**config.mk**
```make
export PLATFORM = sky130hd
export DESIGN_NAME = acc_cpu_core
export DESIGN_NICKNAME = d
export VERILOG_FILES = /design/src/rtl/cpu_pkg.sv /design/src/rtl/cpu_alu.sv /design/src/rtl/acc_cpu_core.sv
export SDC_FILE = /design/constraint.sdc
export NUM_CORES = 1
export LEC_CHECK = 0
export CAP_MARGIN = 20
export CORE_MARGIN = 2
export CORE_UTILIZATION = 53
export DETAILED_ROUTE_END_ITERATION = 8
export PLACE_DENSITY = 0.88
export SYNTH_ARGS = -nofsm -noshare
export SYNTH_HDL_FRONTEND = slang
export SYNTH_HIERARCHICAL = 1
export SYNTH_SLANG_ARGS = --single-unit
```
**constraint.sdc**
```tcl
create_clock -name clock -period 4.6 [get_ports clock]
set_clock_uncertainty 0.15 [all_clocks]
set_input_delay 0.46 -clock clock [delete_from_list [all_inputs] [get_ports clock]]
set_output_delay 0.46 -clock clock [all_outputs]
set_load 0.05 [all_outputs]
```
**src/rtl/cpu_pkg.sv**
```systemverilog
`default_nettype none
// ============================================================================
// Module   : cpu_pkg
// Purpose  : Shared opcodes, FSM state encoding and opcode-class helpers
//            for the accumulator CPU core.
// Revision : 1.0 - initial release
// ============================================================================
package cpu_pkg;

  // Opcode numbering. Values above c_OP_HLT (wide opcode fields) act as NOP.
  localparam int c_OP_NOP = 0;
  localparam int c_OP_LDA = 1;
  localparam int c_OP_STA = 2;
  localparam int c_OP_ADD = 3;
  localparam int c_OP_SUB = 4;
  localparam int c_OP_AND = 5;
  localparam int c_OP_OR  = 6;
  localparam int c_OP_XOR = 7;
  localparam int c_OP_LDI = 8;
  localparam int c_OP_JMP = 9;
  localparam int c_OP_JZ  = 10;
  localparam int c_OP_JC  = 11;
  localparam int c_OP_NOT = 12;
  localparam int c_OP_SHL = 13;
  localparam int c_OP_SHR = 14;
  localparam int c_OP_HLT = 15;

  // Explicitly encoded control states.
  typedef enum logic [1:0] {
    S_FETCH  = 2'd0,
    S_DECODE = 2'd1,
    S_MEM    = 2'd2,
    S_HALT   = 2'd3
  } state_t;

  // Opcodes that need a data-RAM access (reads plus STA).
  function automatic logic is_mem_op(input logic [31:0] op);
    return (op >= 32'(c_OP_LDA)) && (op <= 32'(c_OP_XOR));
  endfunction

  // Memory opcodes whose RAM data feeds the accumulator.
  function automatic logic is_rd_op(input logic [31:0] op);
    return is_mem_op(op) && (op != 32'(c_OP_STA));
  endfunction

endpackage
`default_nettype wire

```
**src/rtl/cpu_alu.sv**
```systemverilog
`default_nettype none
// ============================================================================
// Module   : cpu_alu
// Purpose  : Combinational ALU for the accumulator core. Produces result,
//            carry out and a carry write-enable for ops that define carry.
// Revision : 1.0 - initial release
// ============================================================================
module cpu_alu #(
  parameter int DATA_W = 8,
  parameter int OPC_W  = 4
) (
  input  logic [OPC_W-1:0]  op,
  input  logic [DATA_W-1:0] a,
  input  logic [DATA_W-1:0] b,
  input  logic              cIn,
  output logic [DATA_W-1:0] y,
  output logic              cOut,
  output logic              cWe
);
  import cpu_pkg::*;

  logic [DATA_W:0] w_sum;
  logic [DATA_W:0] w_diff;

  // One extra bit holds carry-out on add and borrow (a<b) on subtract.
  assign w_sum  = {1'b0, a} + {1'b0, b};
  assign w_diff = {1'b0, a} - {1'b0, b};

  // Result select; carry passes through untouched unless the op defines it.
  always_comb begin
    y    = a;
    cOut = cIn;
    cWe  = 1'b0;
    case (32'(op))
      c_OP_LDA, c_OP_LDI: y = b;
      c_OP_ADD: begin
        y    = w_sum[DATA_W-1:0];
        cOut = w_sum[DATA_W];
        cWe  = 1'b1;
      end
      c_OP_SUB: begin
        y    = w_diff[DATA_W-1:0];
        cOut = w_diff[DATA_W];
        cWe  = 1'b1;
      end
      c_OP_AND: y = a & b;
      c_OP_OR:  y = a | b;
      c_OP_XOR: y = a ^ b;
      c_OP_NOT: y = ~a;
      c_OP_SHL: begin
        y    = {a[DATA_W-2:0], 1'b0};
        cOut = a[DATA_W-1];
        cWe  = 1'b1;
      end
      c_OP_SHR: begin
        y    = {1'b0, a[DATA_W-1:1]};
        cOut = a[0];
        cWe  = 1'b1;
      end
      default: y = a;
    endcase
  end

endmodule
`default_nettype wire

```
**src/rtl/acc_cpu_core.sv**
```systemverilog
`default_nettype none
// ============================================================================
// Module   : acc_cpu_core
// Purpose  : Multi-cycle accumulator CPU. Fetches from an async-read ROM,
//            accesses a data RAM with a ready handshake, keeps Z/C flags,
//            supports conditional jumps, immediates, shifts, run gating
//            and halt.
// Revision : 1.0 - initial release
// ============================================================================
module acc_cpu_core #(
  parameter int DATA_W = 8,
  parameter int ADDR_W = 4,
  parameter int OPC_W  = 4
) (
  input  logic                    clock,
  input  logic                    reset,
  input  logic                    run,
  output logic [ADDR_W-1:0]       instMemAddrBus,
  input  logic [OPC_W+ADDR_W-1:0] instMemDataBus,
  output logic [ADDR_W-1:0]       dataMemAddrBus,
  output logic [DATA_W-1:0]       dataMemInDataBus,
  input  logic [DATA_W-1:0]       dataMemOutDataBus,
  input  logic                    mem_ready,
  output logic                    mReadFlag,
  output logic                    mWriteFlag,
  output logic [DATA_W-1:0]       accOut,
  output logic [DATA_W-1:0]       aluOut,
  output logic [OPC_W-1:0]        opcode,
  output logic                    flag_z,
  output logic                    flag_c,
  output logic                    halted
);
  import cpu_pkg::*;

  state_t                    r_state;
  state_t                    w_nextState;
  logic [ADDR_W-1:0]         r_pc;
  logic [OPC_W+ADDR_W-1:0]   r_ir;
  logic [DATA_W-1:0]         r_acc;
  logic                      r_zFlag;
  logic                      r_cFlag;

  logic [OPC_W-1:0]          w_opc;
  logic [31:0]               w_opNum;
  logic [ADDR_W-1:0]         w_operand;
  logic [DATA_W-1:0]         w_imm;
  logic [DATA_W-1:0]         w_aluB;
  logic [DATA_W-1:0]         w_aluY;
  logic                      w_aluCOut;
  logic                      w_aluCWe;
  logic                      w_regOp;
  logic                      w_accWe;
  logic                      w_jumpTaken;

  assign w_opc     = r_ir[OPC_W+ADDR_W-1:ADDR_W];
  assign w_opNum   = 32'(w_opc);
  assign w_operand = r_ir[ADDR_W-1:0];
  assign w_imm     = DATA_W'(w_operand);
  // Memory ops take the RAM word as second operand; everything else the immediate.
  assign w_aluB    = is_mem_op(w_opNum) ? dataMemOutDataBus : w_imm;

  cpu_alu #(
    .DATA_W (DATA_W),
    .OPC_W  (OPC_W)
  ) u_alu (
    .op   (w_opc),
    .a    (r_acc),
    .b    (w_aluB),
    .cIn  (r_cFlag),
    .y    (w_aluY),
    .cOut (w_aluCOut),
    .cWe  (w_aluCWe)
  );

  // Accumulator-only ops that complete in DECODE.
  assign w_regOp = (w_opNum == 32'(c_OP_LDI)) || (w_opNum == 32'(c_OP_NOT)) ||
                   (w_opNum == 32'(c_OP_SHL)) || (w_opNum == 32'(c_OP_SHR));

  assign w_accWe = ((r_state == S_DECODE) && w_regOp) ||
                   ((r_state == S_MEM) && mem_ready && is_rd_op(w_opNum));

  // Flags are the registered values, i.e. as of DECODE entry.
  assign w_jumpTaken = (w_opNum == 32'(c_OP_JMP)) ||
                       ((w_opNum == 32'(c_OP_JZ)) && r_zFlag) ||
                       ((w_opNum == 32'(c_OP_JC)) && r_cFlag);

  // State register.
  always_ff @(posedge clock or negedge reset) begin
    if (!reset) r_state <= S_FETCH;
    else        r_state <= w_nextState;
  end

  // Next-state logic; HALT is absorbing.
  always_comb begin
    w_nextState = r_state;
    case (r_state)
      S_FETCH:  if (run) w_nextState = S_DECODE;
      S_DECODE: begin
        if (is_mem_op(w_opNum))                w_nextState = S_MEM;
        else if (w_opNum == 32'(c_OP_HLT))     w_nextState = S_HALT;
        else                                   w_nextState = S_FETCH;
      end
      S_MEM:    if (mem_ready) w_nextState = S_FETCH;
      S_HALT:   w_nextState = S_HALT;
      default:  w_nextState = S_FETCH;
    endcase
  end

  // Memory strobes decoded purely from state so reset drops them at once.
  always_comb begin
    mReadFlag        = 1'b0;
    mWriteFlag       = 1'b0;
    dataMemAddrBus   = '0;
    dataMemInDataBus = '0;
    halted           = 1'b0;
    case (r_state)
      S_MEM: begin
        mReadFlag      = is_rd_op(w_opNum);
        mWriteFlag     = (w_opNum == 32'(c_OP_STA));
        dataMemAddrBus = w_operand;
        if (w_opNum == 32'(c_OP_STA)) dataMemInDataBus = r_acc;
      end
      S_HALT:  halted = 1'b1;
      default: ;
    endcase
  end

  // Datapath: IR/pc on fetch, jump target overrides pc+1, acc and flags on write.
  always_ff @(posedge clock or negedge reset) begin
    if (!reset) begin
      r_pc    <= '0;
      r_ir    <= '0;
      r_acc   <= '0;
      r_zFlag <= 1'b0;
      r_cFlag <= 1'b0;
    end else begin
      if ((r_state == S_FETCH) && run) begin
        r_ir <= instMemDataBus;
        r_pc <= r_pc + 1'b1;
      end
      if ((r_state == S_DECODE) && w_jumpTaken) r_pc <= w_operand;
      if (w_accWe) begin
        r_acc   <= w_aluY;
        r_zFlag <= (w_aluY == '0);
        if (w_aluCWe) r_cFlag <= w_aluCOut;
      end
    end
  end

  assign instMemAddrBus = r_pc;
  assign accOut         = r_acc;
  assign aluOut         = w_aluY;
  assign opcode         = w_opc;
  assign flag_z         = r_zFlag;
  assign flag_c         = r_cFlag;

endmodule
`default_nettype wire

```
==> reports/metrics.yaml, run 1 <==
grt.total_usage_pct: 32.1
clock_path_buffers: 2
cts-buffers-inserted: 3
syn_nets: 447
final.period_utilization_pct: 93.7
fin_nets: 494
clkSinkCount: 24
slew_headroom_pct: 47.9
final_cell_mix: "clkdlybuf4s50_1, nand2_1, nor2_1"
cts_resized: 0
final_common_cell: "clkdlybuf4s50_1"
crit_type: "reg2out"
finalCriticalPeriod_ns: 4.31
fin_tns_setup_ns: 0
overflow: 0
drv_cap: 0
cp_data_arrival_time_ns: 3.70
routedWlPerCell_um: 19.7
viasPerCell: 6.57
final-setup-viol-count: 0
post-synth-top-area-cell: "dfrtp_1"
grt_pass1_wl_mm: 16.2
hold_class: "in2async"
dr.pass1.iters: 6
gp_congestion: 0.916
cts_tree: "built"
cts.clk_slew.worst_paths_ns: 0.11
dieWidth_um: 80.8
dp_hpwl_mm: 7.31
die_y_um: 80.8
core_um2: 5610
synth_cell_type_count: 64
startpoint_type: "flop"
drive_gt1_share_pct: 9.89
drt_iter0_drc: 609
startpoint: "r_ir[4]"
antenna_cells: 0
end_kind: "output port"
dieArea_um2: 6530
drv_slew: 0
seq_area_frac_synth_pct: 19.2
rows: 27
peakVddDrop_mv: 0.146
netlist_area_um2: 3130
hold_viol: 0
initial_utilization_pct: 55.7
place_area_um2: 3810
grt_pass1_vias: 3138
grt_max_degree: 49
async_reset_ff_share_pct: 100
required_ns: 3.99
p_leak_nw: 1.63
stdcell_area_um2: 3860
drc: 0
wl_mm: 10.2
area_delta_synth_final_pct: 23.6
ys_ff_latch: 24
htree_levels: 1
synth_edf_count: 0
crit_fanout: 5
p_per_area_nw_per_um2: 194
rsz0062_at_grt: "false"
root_buffer: "clkbuf_8"
synthFlopType: "dfrtp_1"
num_vias: 3396
syn_inst: 399
ios: 61
antenna_found_initial: 0
yosysTopAreaCellShare_pct: 19.2
status: "complete, no violations"
io_buffers: 60
worst_pin_slew_ns: 0.779
syn_avg_cell_area_um2: 7.83
clk_latency_ns: 0.29
ys_warn_count: 6
ant_nets: 0
synth.area.top_cells: "dfrtp_1, ha_1, nand2_1"
clock.fmax_mhz: 232
hold_buffers: 0
postCtsSetupRepairBufs: 0
r2r-start: "r_ir[4]"
-- kinds of logic (layout without fill, tap and decap cells) --
kind of cell    Yosys count  count (layout)  synth area share [%]
fa+ha+maj                29              29                  12.0
xor+xnor                  2               2                 0.561
compound gates          109             109                  24.5
mux                      27              27                  10.3
flops                    24              24                  19.2
simple gates            154             154                  25.7
buf+inv                  54             100                  7.61
-- critical path: stages, from the launching register on --
cell	delay (ns)
dfrtp_1	0.36
nor3_1	0.06
nor2_1	0.30
buf_4	0.22
mux2_2	0.39
ha_1	0.27
fa_1	0.44
o21bai_1	0.16
a21oi_1	0.20
xnor2_1	0.20
a221oi_1	0.10
a31oi_1	0.50
buf_12	0.21
-- worst paths after layout --
path                                     endpoint  slack (ns)  depth (start not counted)
min in group clock              instMemAddrBus[0]        0.41                          1
worst min register to register  instMemAddrBus[0]        0.41                          1
worst min-delay path                      r_ir[5]        0.39                          2
worst max register to register             flag_z        0.67                         14
max in group asynchronous               accOut[4]        3.64                          2
worst max-delay path                    aluOut[4]        0.29                         12
-- final cells by class --
type                       count  area [um2]
multi-input combinational    321        2290
clock buffer                   4        55.1
tap                           72        90.1
sequential                    24         601
timing repair buffer          67         721
fill                         456        1740
inverter                      29         110
-- registers in the layout, indices dropped and copies added (netlist names) --
signal	count
r_ir	8
flag_z	1
r_state	2
flag_c	1
accOut	8
instMemAddrBus	4
-- power breakdown --
part	internal (mW)	switching, mW	leakage [nW]
combinational	0.145	0.220	1.33
sequential	0.215	0.00443	0.278
clock	0.0770	0.0873	0.0288
total	0.437	0.312	1.63
-- cells in the mapped netlist, drive strengths merged (3+ instances only) --
master / number
buf: 18
a221oi: 3
and2: 19
nor2: 35
a22oi: 4
o22ai: 6
o32ai: 3
mux2i: 9
o21bai: 3
inv: 28
nor3: 9
o221ai: 5
dfrtp: 24
a211oi: 6
clkbuf: 7
nand3: 6
a31oi: 7
nor4: 4
a21oi: 27
ha: 26
nor3b: 3
o211ai: 5
nand2: 41
nor2b: 10
mux2: 18
nand2b: 11
or3: 5
o21ai: 16
a221o: 4
-- through the flow --
step / utilization [%] / hold slack [ns] / power (mW) / std cells / worst slack (ns)
after floorplan: - / 0.0144 / 0.452 / 399 / 0.454
after global placement: 67.9 / 0.386 / 0.575 / 513 / 0.676
after detailed placement: 67.9 / 0.393 / 0.578 / 513 / 0.738
after CTS: 68.9 / 0.398 / 0.738 / 517 / 0.395
after global routing: 68.9 / 0.416 / 0.780 / 517 / 0.127
final: 68.9 / 0.386 / 0.749 / 517 / 0.289
-- metal layers --
| metal | up-vias | GRT usage, % | share of wire (%) | wire (um) |
|---|---|---|---|---|
| met1 | 1558 | 45.1 | 40 | 4120 |
| met4 | 0 | 7.63 | 2.8 | 284 |
| met5 | - | 0 | 0 | 0 |
| li1 | 1526 | - | - | - |
| met3 | 34 | 5.67 | 12 | 1190 |
| met2 | 278 | 51.3 | 45 | 4610 |
No activity file was read; power rests on OpenSTA's default activity.
==> run 2, diff against run 1 <==
--- a/config.mk
+++ b/config.mk
@@ -6,10 +6,11 @@
 export NUM_CORES = 1
 export LEC_CHECK = 0
 export CAP_MARGIN = 20
-export CORE_MARGIN = 2
+export CORE_MARGIN = 3
 export CORE_UTILIZATION = 53
 export DETAILED_ROUTE_END_ITERATION = 8
 export PLACE_DENSITY = 0.88
+export SKIP_CTS_REPAIR_TIMING = 1
 export SYNTH_ARGS = -nofsm -noshare
 export SYNTH_HDL_FRONTEND = slang
 export SYNTH_HIERARCHICAL = 1
==> constraint.sdc (replaced) <==
create_clock -name clock -period 4.49 [get_ports clock]
set_clock_uncertainty 0.15 [all_clocks]
set_input_delay 0.449 -clock clock [delete_from_list [all_inputs] [get_ports clock]]
set_output_delay 0.449 -clock clock [all_outputs]
set_load 0.05 [all_outputs]
==> run 2 against run 1 <==
Sequential power increased by 2%. Count of clock-buffer cells in the layout unchanged. Critical path depth decreased by 1. Non-clock buffer count increased by 1. First-iteration DRC count decreased by 16%. Power increased by 1.8%. Critical path type unchanged. Critical endpoint unchanged.
==> reports/metrics.yaml, run 2 (synthesized netlist as in run 1, its figures left out) <==
p_leak_nw: 1.64
end_kind: "output port"
final.period_utilization_pct: 91.5
routedWlPerCell_um: 19.6
setup_ws_ns: 0.381
rows: 27
startpoint_type: "flop"
hold_class: "in2async"
comb_power_share_pct: 48.9
drc: 0
io_buffers: 60
wl_mm: 10.1
dr.pass1.iters: 6
clkSinkCount: 24
critPathBufInv: 2
clock_path_buffers: 2
stdcell_area_um2: 3870
fin_nets: 495
crit_chain: "nor3_1 > nor2_1 > buf_4 > mux2_2 > ha_1 > fa_1 > a211oi_1 > nor2_1 > or3_1 > a31oi_1 > buf_12"
final-instance-count-excl-fill: 518
grt_pass1_vias: 3203
final_cell_mix: "clkdlybuf4s50_1, nand2_1, nor2_1"
initial_utilization_pct: 55.7
overflow: 0
crit_top_cell: "nor2_1"
required_ns: 3.89
antenna_cells: 0
drive_gt1_share_pct: 10.1
status: "complete, no violations"
cts_tree: "built"
cts.clk_slew.worst_paths_ns: 0.11
p_switching_mw: 0.314
fin_tns_setup_ns: 0
p_per_area_nw_per_um2: 197
clock.fmax_mhz: 243
clk_latency_ns: 0.28
num_vias: 3433
dieArea_um2: 6860
postLayoutCoreUtil_pct: 69.0
cp_data_arrival_time_ns: 3.51
power.share.clock_pct: 21.6
grt.total_usage_pct: 30.3
root_buffer: "clkbuf_8"
drv_slew: 0
final-setup-viol-count: 0
ant_nets: 0
area_delta_synth_final_pct: 23.9
rsz0062_at_grt: "false"
cpLargestDelayFamily: "simple AND/OR/NAND/NOR gates"
worst_pin_slew_ns: 0.648
core_um2: 5610
power_frac_seq_pct: 29.5
critPathMaxStageDelay_ns: 0.46
grt_pass1_wl_mm: 16.0
drv_cap: 0
peakVddDrop_mv: 0.155
cts-buffers-inserted: 3
crit_fanout: 5
finalCriticalPeriod_ns: 4.11
grt_max_degree: 49
slew_headroom_pct: 56.4
cp_slowest_cell: "fa_1"
die_y_um: 82.8
viasPerCell: 6.63
dieWidth_um: 82.8
place_area_um2: 3820
antenna_found_initial: 0
dp_hpwl_mm: 7.18
pre_cts_slack_ns: 0.700
final_common_cell: "clkdlybuf4s50_1"
hold_viol: 0
crit_type: "reg2out"
drt_iter0_drc: 513
htree_levels: 1
gp_congestion: 0.980
switching_share_pct: 41.2
ios: 61
place_inst: 514
p_int_mw: 0.449
-- run 2: cell types whose count changed in the layout (fill, tap and decap cells not counted) --
| cell | previous run | this run |
|---|---|---|
| buf_4 | 8 | 9 |
-- run 2: worst paths after layout --
check                      cells past startpoint               from  slack [ns]           endpoint
max                                           11            r_ir[4]        0.38          aluOut[4]
min                                            2              reset        0.40            r_ir[3]
max reg2reg                                   14            r_ir[4]        0.79             flag_z
min reg2reg                                    1  instMemAddrBus[0]        0.41  instMemAddrBus[0]
max in group asynchronous                      2              reset        3.53             flag_z
min in group clock                             1  instMemAddrBus[0]        0.41  instMemAddrBus[0]
-- run 2: power by group through the flow --
stage	sequential, mW	combinational [mW]	clock [mW]
floorplan	0.235	0.228	0
global placement	0.229	0.360	0
detailed placement	0.229	0.363	0
CTS	0.225	0.366	0.163
global route	0.226	0.395	0.175
finish	0.225	0.373	0.164
-- run 2: layout make-up --
type,instances,area (um2)
Clock buffer,4,55.1
Timing Repair Buffer,68,728
Fill cell,463,1740
Inverter,29,110
Multi-Input combinational cell,321,2290
Sequential cell,24,601
Tap cell,72,90.1
-- run 2: worst register-to-register path, stage by stage (launching register included) --
cell	delay (ns)
dfrtp_1	0.39
nor3_1	0.18
nor2_1	0.08
buf_4	0.16
mux2_2	0.35
inv_1	0.10
ha_1	0.34
nor2_1	0.05
o311a_1	0.32
mux2_2	0.27
a2111oi_0	0.40
a31oi_1	0.26
nor4_1	0.35
nand2_1	0.08
mux2i_1	0.15
-- run 2: metal layers --
metal | track usage, % | vias up | share of wire, %
met3 | 4.21 | 44 | 10
met5 | 0 | - | 0
met1 | 41.8 | 1599 | 42
li1 | - | 1529 | -
met2 | 48.2 | 261 | 45
met4 | 10.9 | 0 | 3.3
-- run 2: through the flow --
stage | total power, mW | hold WS [ns]
after global routing | 0.796 | 0.428
after detailed placement | 0.592 | 0.380
after floorplan | 0.463 | 0.00341
after CTS | 0.753 | 0.407
final | 0.763 | 0.400
after global placement | 0.589 | 0.357
==> run 3, diff against run 2 <==
--- a/config.mk
+++ b/config.mk
@@ -7,9 +7,9 @@
 export LEC_CHECK = 0
 export CAP_MARGIN = 20
 export CORE_MARGIN = 3
-export CORE_UTILIZATION = 53
+export CORE_UTILIZATION = 55
 export DETAILED_ROUTE_END_ITERATION = 8
-export PLACE_DENSITY = 0.88
+export PLACE_DENSITY = 0.91
 export SKIP_CTS_REPAIR_TIMING = 1
 export SYNTH_ARGS = -nofsm -noshare
 export SYNTH_HDL_FRONTEND = slang
==> constraint.sdc (replaced) <==
create_clock -name clock -period 5.15 [get_ports clock]
set_clock_uncertainty 0.15 [all_clocks]
set_input_delay 0.515 -clock clock [delete_from_list [all_inputs] [get_ports clock]]
set_output_delay 0.515 -clock clock [all_outputs]
set_load 0.05 [all_outputs]
==> run 3 against run 2 <==
Combinational power is 15% lower. Critical path depth is the same. Final cell count is 0.77% lower. Register-to-register slack gained 0.05 ns. Sequential share of layout area grew 0.16 points. Final area down 1.0%. Count of clock-buffer cells in the layout did not move. Core utilization rose by 3.2 points. Global-route usage increased by 0.45 points. Highest routed layer unchanged. Critical path type unchanged. Sequential power fell by 13%. First-iteration DRC count shrank 8.2%. Critical endpoint is now aluOut[5]. Clock power down 13%.
==> reports/metrics.yaml, run 3 (synthesized netlist as in run 1, its figures left out) <==
status: "complete, no violations"
drv_slew: 0
cts_tree: "built"
final-setup-viol-count: 0
hold_class: "reg2reg"
num_vias: 3424
p_leak_nw: 1.62
drc: 0
startpoint_type: "flop"
rows: 26
peakVddDrop_mv: 0.154
grt_max_degree: 49
slew_headroom_pct: 40.5
io_buffers: 60
critPathBufInv: 3
routedWlPerCell_um: 19.9
viasPerCell: 6.66
grt.total_usage_pct: 30.8
ios: 61
fin_tns_setup_ns: 0
dr.pass1.iters: 5
initial_utilization_pct: 58.9
gp_congestion: 0.966
root_buffer: "clkbuf_8"
min-delay-start: "r_ir[3]"
cp_data_arrival_time_ns: 3.91
cp_slowest_cell: "nor2_1"
cts.clk_slew.worst_paths_ns: 0.10
antenna_found_initial: 0
final.period_utilization_pct: 88.8
dieArea_um2: 6620
crit_type: "reg2out"
crit_chain: "nor3_1 > nor2_1 > mux2_2 > inv_1 > ha_1 > inv_1 > o311a_1 > mux2_2 > a2111oi_0 > a31oi_1 > buf_12"
dp_hpwl_mm: 7.20
clk_latency_ns: 0.28
area_delta_synth_final_pct: 22.6
cpLargestDelayFamily: "compound AO/OA/AOI/OAI gates"
drv_cap: 0
final_common_cell: "clkdlybuf4s50_1"
overflow: 0
required_ns: 4.49
p_per_area_nw_per_um2: 171
hold_viol: 0
core_um2: 5300
final_cell_mix: "clkdlybuf4s50_1, nand2_1, nor2_1"
finalCriticalPeriod_ns: 4.57
clock_path_buffers: 2
clkSinkCount: 24
ant_nets: 0
wl_mm: 10.2
drive_gt1_share_pct: 9.46
cts-buffers-inserted: 3
pre_cts_slack_ns: 1.04
antenna_cells: 0
dieWidth_um: 81.4
r2r-start: "r_ir[4]"
end_kind: "output port"
grt_pass1_wl_mm: 15.8
setup_ws_ns: 0.579
die_y_um: 81.4
crit_fanout: 9
worst_pin_slew_ns: 0.889
startpoint: "r_ir[4]"
clock.fmax_mhz: 219
critPathMaxStageDelay_ns: 0.67
fin_nets: 493
rsz0062_at_grt: "false"
htree_levels: 1
grt_pass1_vias: 3147
drt_iter0_drc: 471
run 3: per-layer routing:
metal	vias up	global-route usage (%)	share of wire, %
met1	1618	41.2	41
met5	-	0	0
li1	1517	-	-
met3	37	4.43	9.6
met2	252	50.9	46
met4	0	9.63	2.9
run 3: tightest hold or removal path: cells and delay by family (launching register included):
kind | cells | cell delay, ns
flip-flops | 1 | 0.41
AND/OR/NAND/NOR | 2 | 0.12
run 3: worst paths after layout:
path                               to  slack, ns  cells past startpoint
max                         aluOut[5]       0.58                     11
min                           r_ir[3]       0.40                      2
max reg2reg                    flag_z       0.84                     13
min reg2reg                   r_ir[3]       0.40                      2
max in group asynchronous   accOut[5]       4.12                      2
min in group asynchronous  r_state[1]       0.48                      2
run 3: per-stage QoR:
| step | util [%] | std cells | cell area [um2] | hold WS, ns | power, mW |
|---|---|---|---|---|---|
| 2_1_floorplan | - | 399 | 3130 | 0.0694 | 0.404 |
| 3_3_place_gp | 71.2 | 510 | 3780 | 0.384 | 0.501 |
| 3_5_place_dp | 71.2 | 510 | 3780 | 0.374 | 0.505 |
| 4_1_cts | 72.3 | 514 | 3830 | 0.399 | 0.646 |
| 5_1_grt | 72.3 | 514 | 3830 | 0.438 | 0.679 |
| 6_report | 72.3 | 514 | 3830 | 0.404 | 0.655 |
run 3: final cells by class:
| type | instances | area [um2] |
|---|---|---|
| multi-input combinational | 321 | 2290 |
| fill | 399 | 1470 |
| inverter | 29 | 110 |
| clock buffer | 4 | 55.1 |
| sequential | 24 | 601 |
| tap | 70 | 87.6 |
| timing repair buffer | 66 | 691 |
run 3: where the power goes:
| part | switching, mW | total [mW] | internal, mW |
|---|---|---|---|
| clock network | 0.0733 | 0.142 | 0.0686 |
| registers | 0.00410 | 0.196 | 0.192 |
| logic | 0.195 | 0.316 | 0.122 |
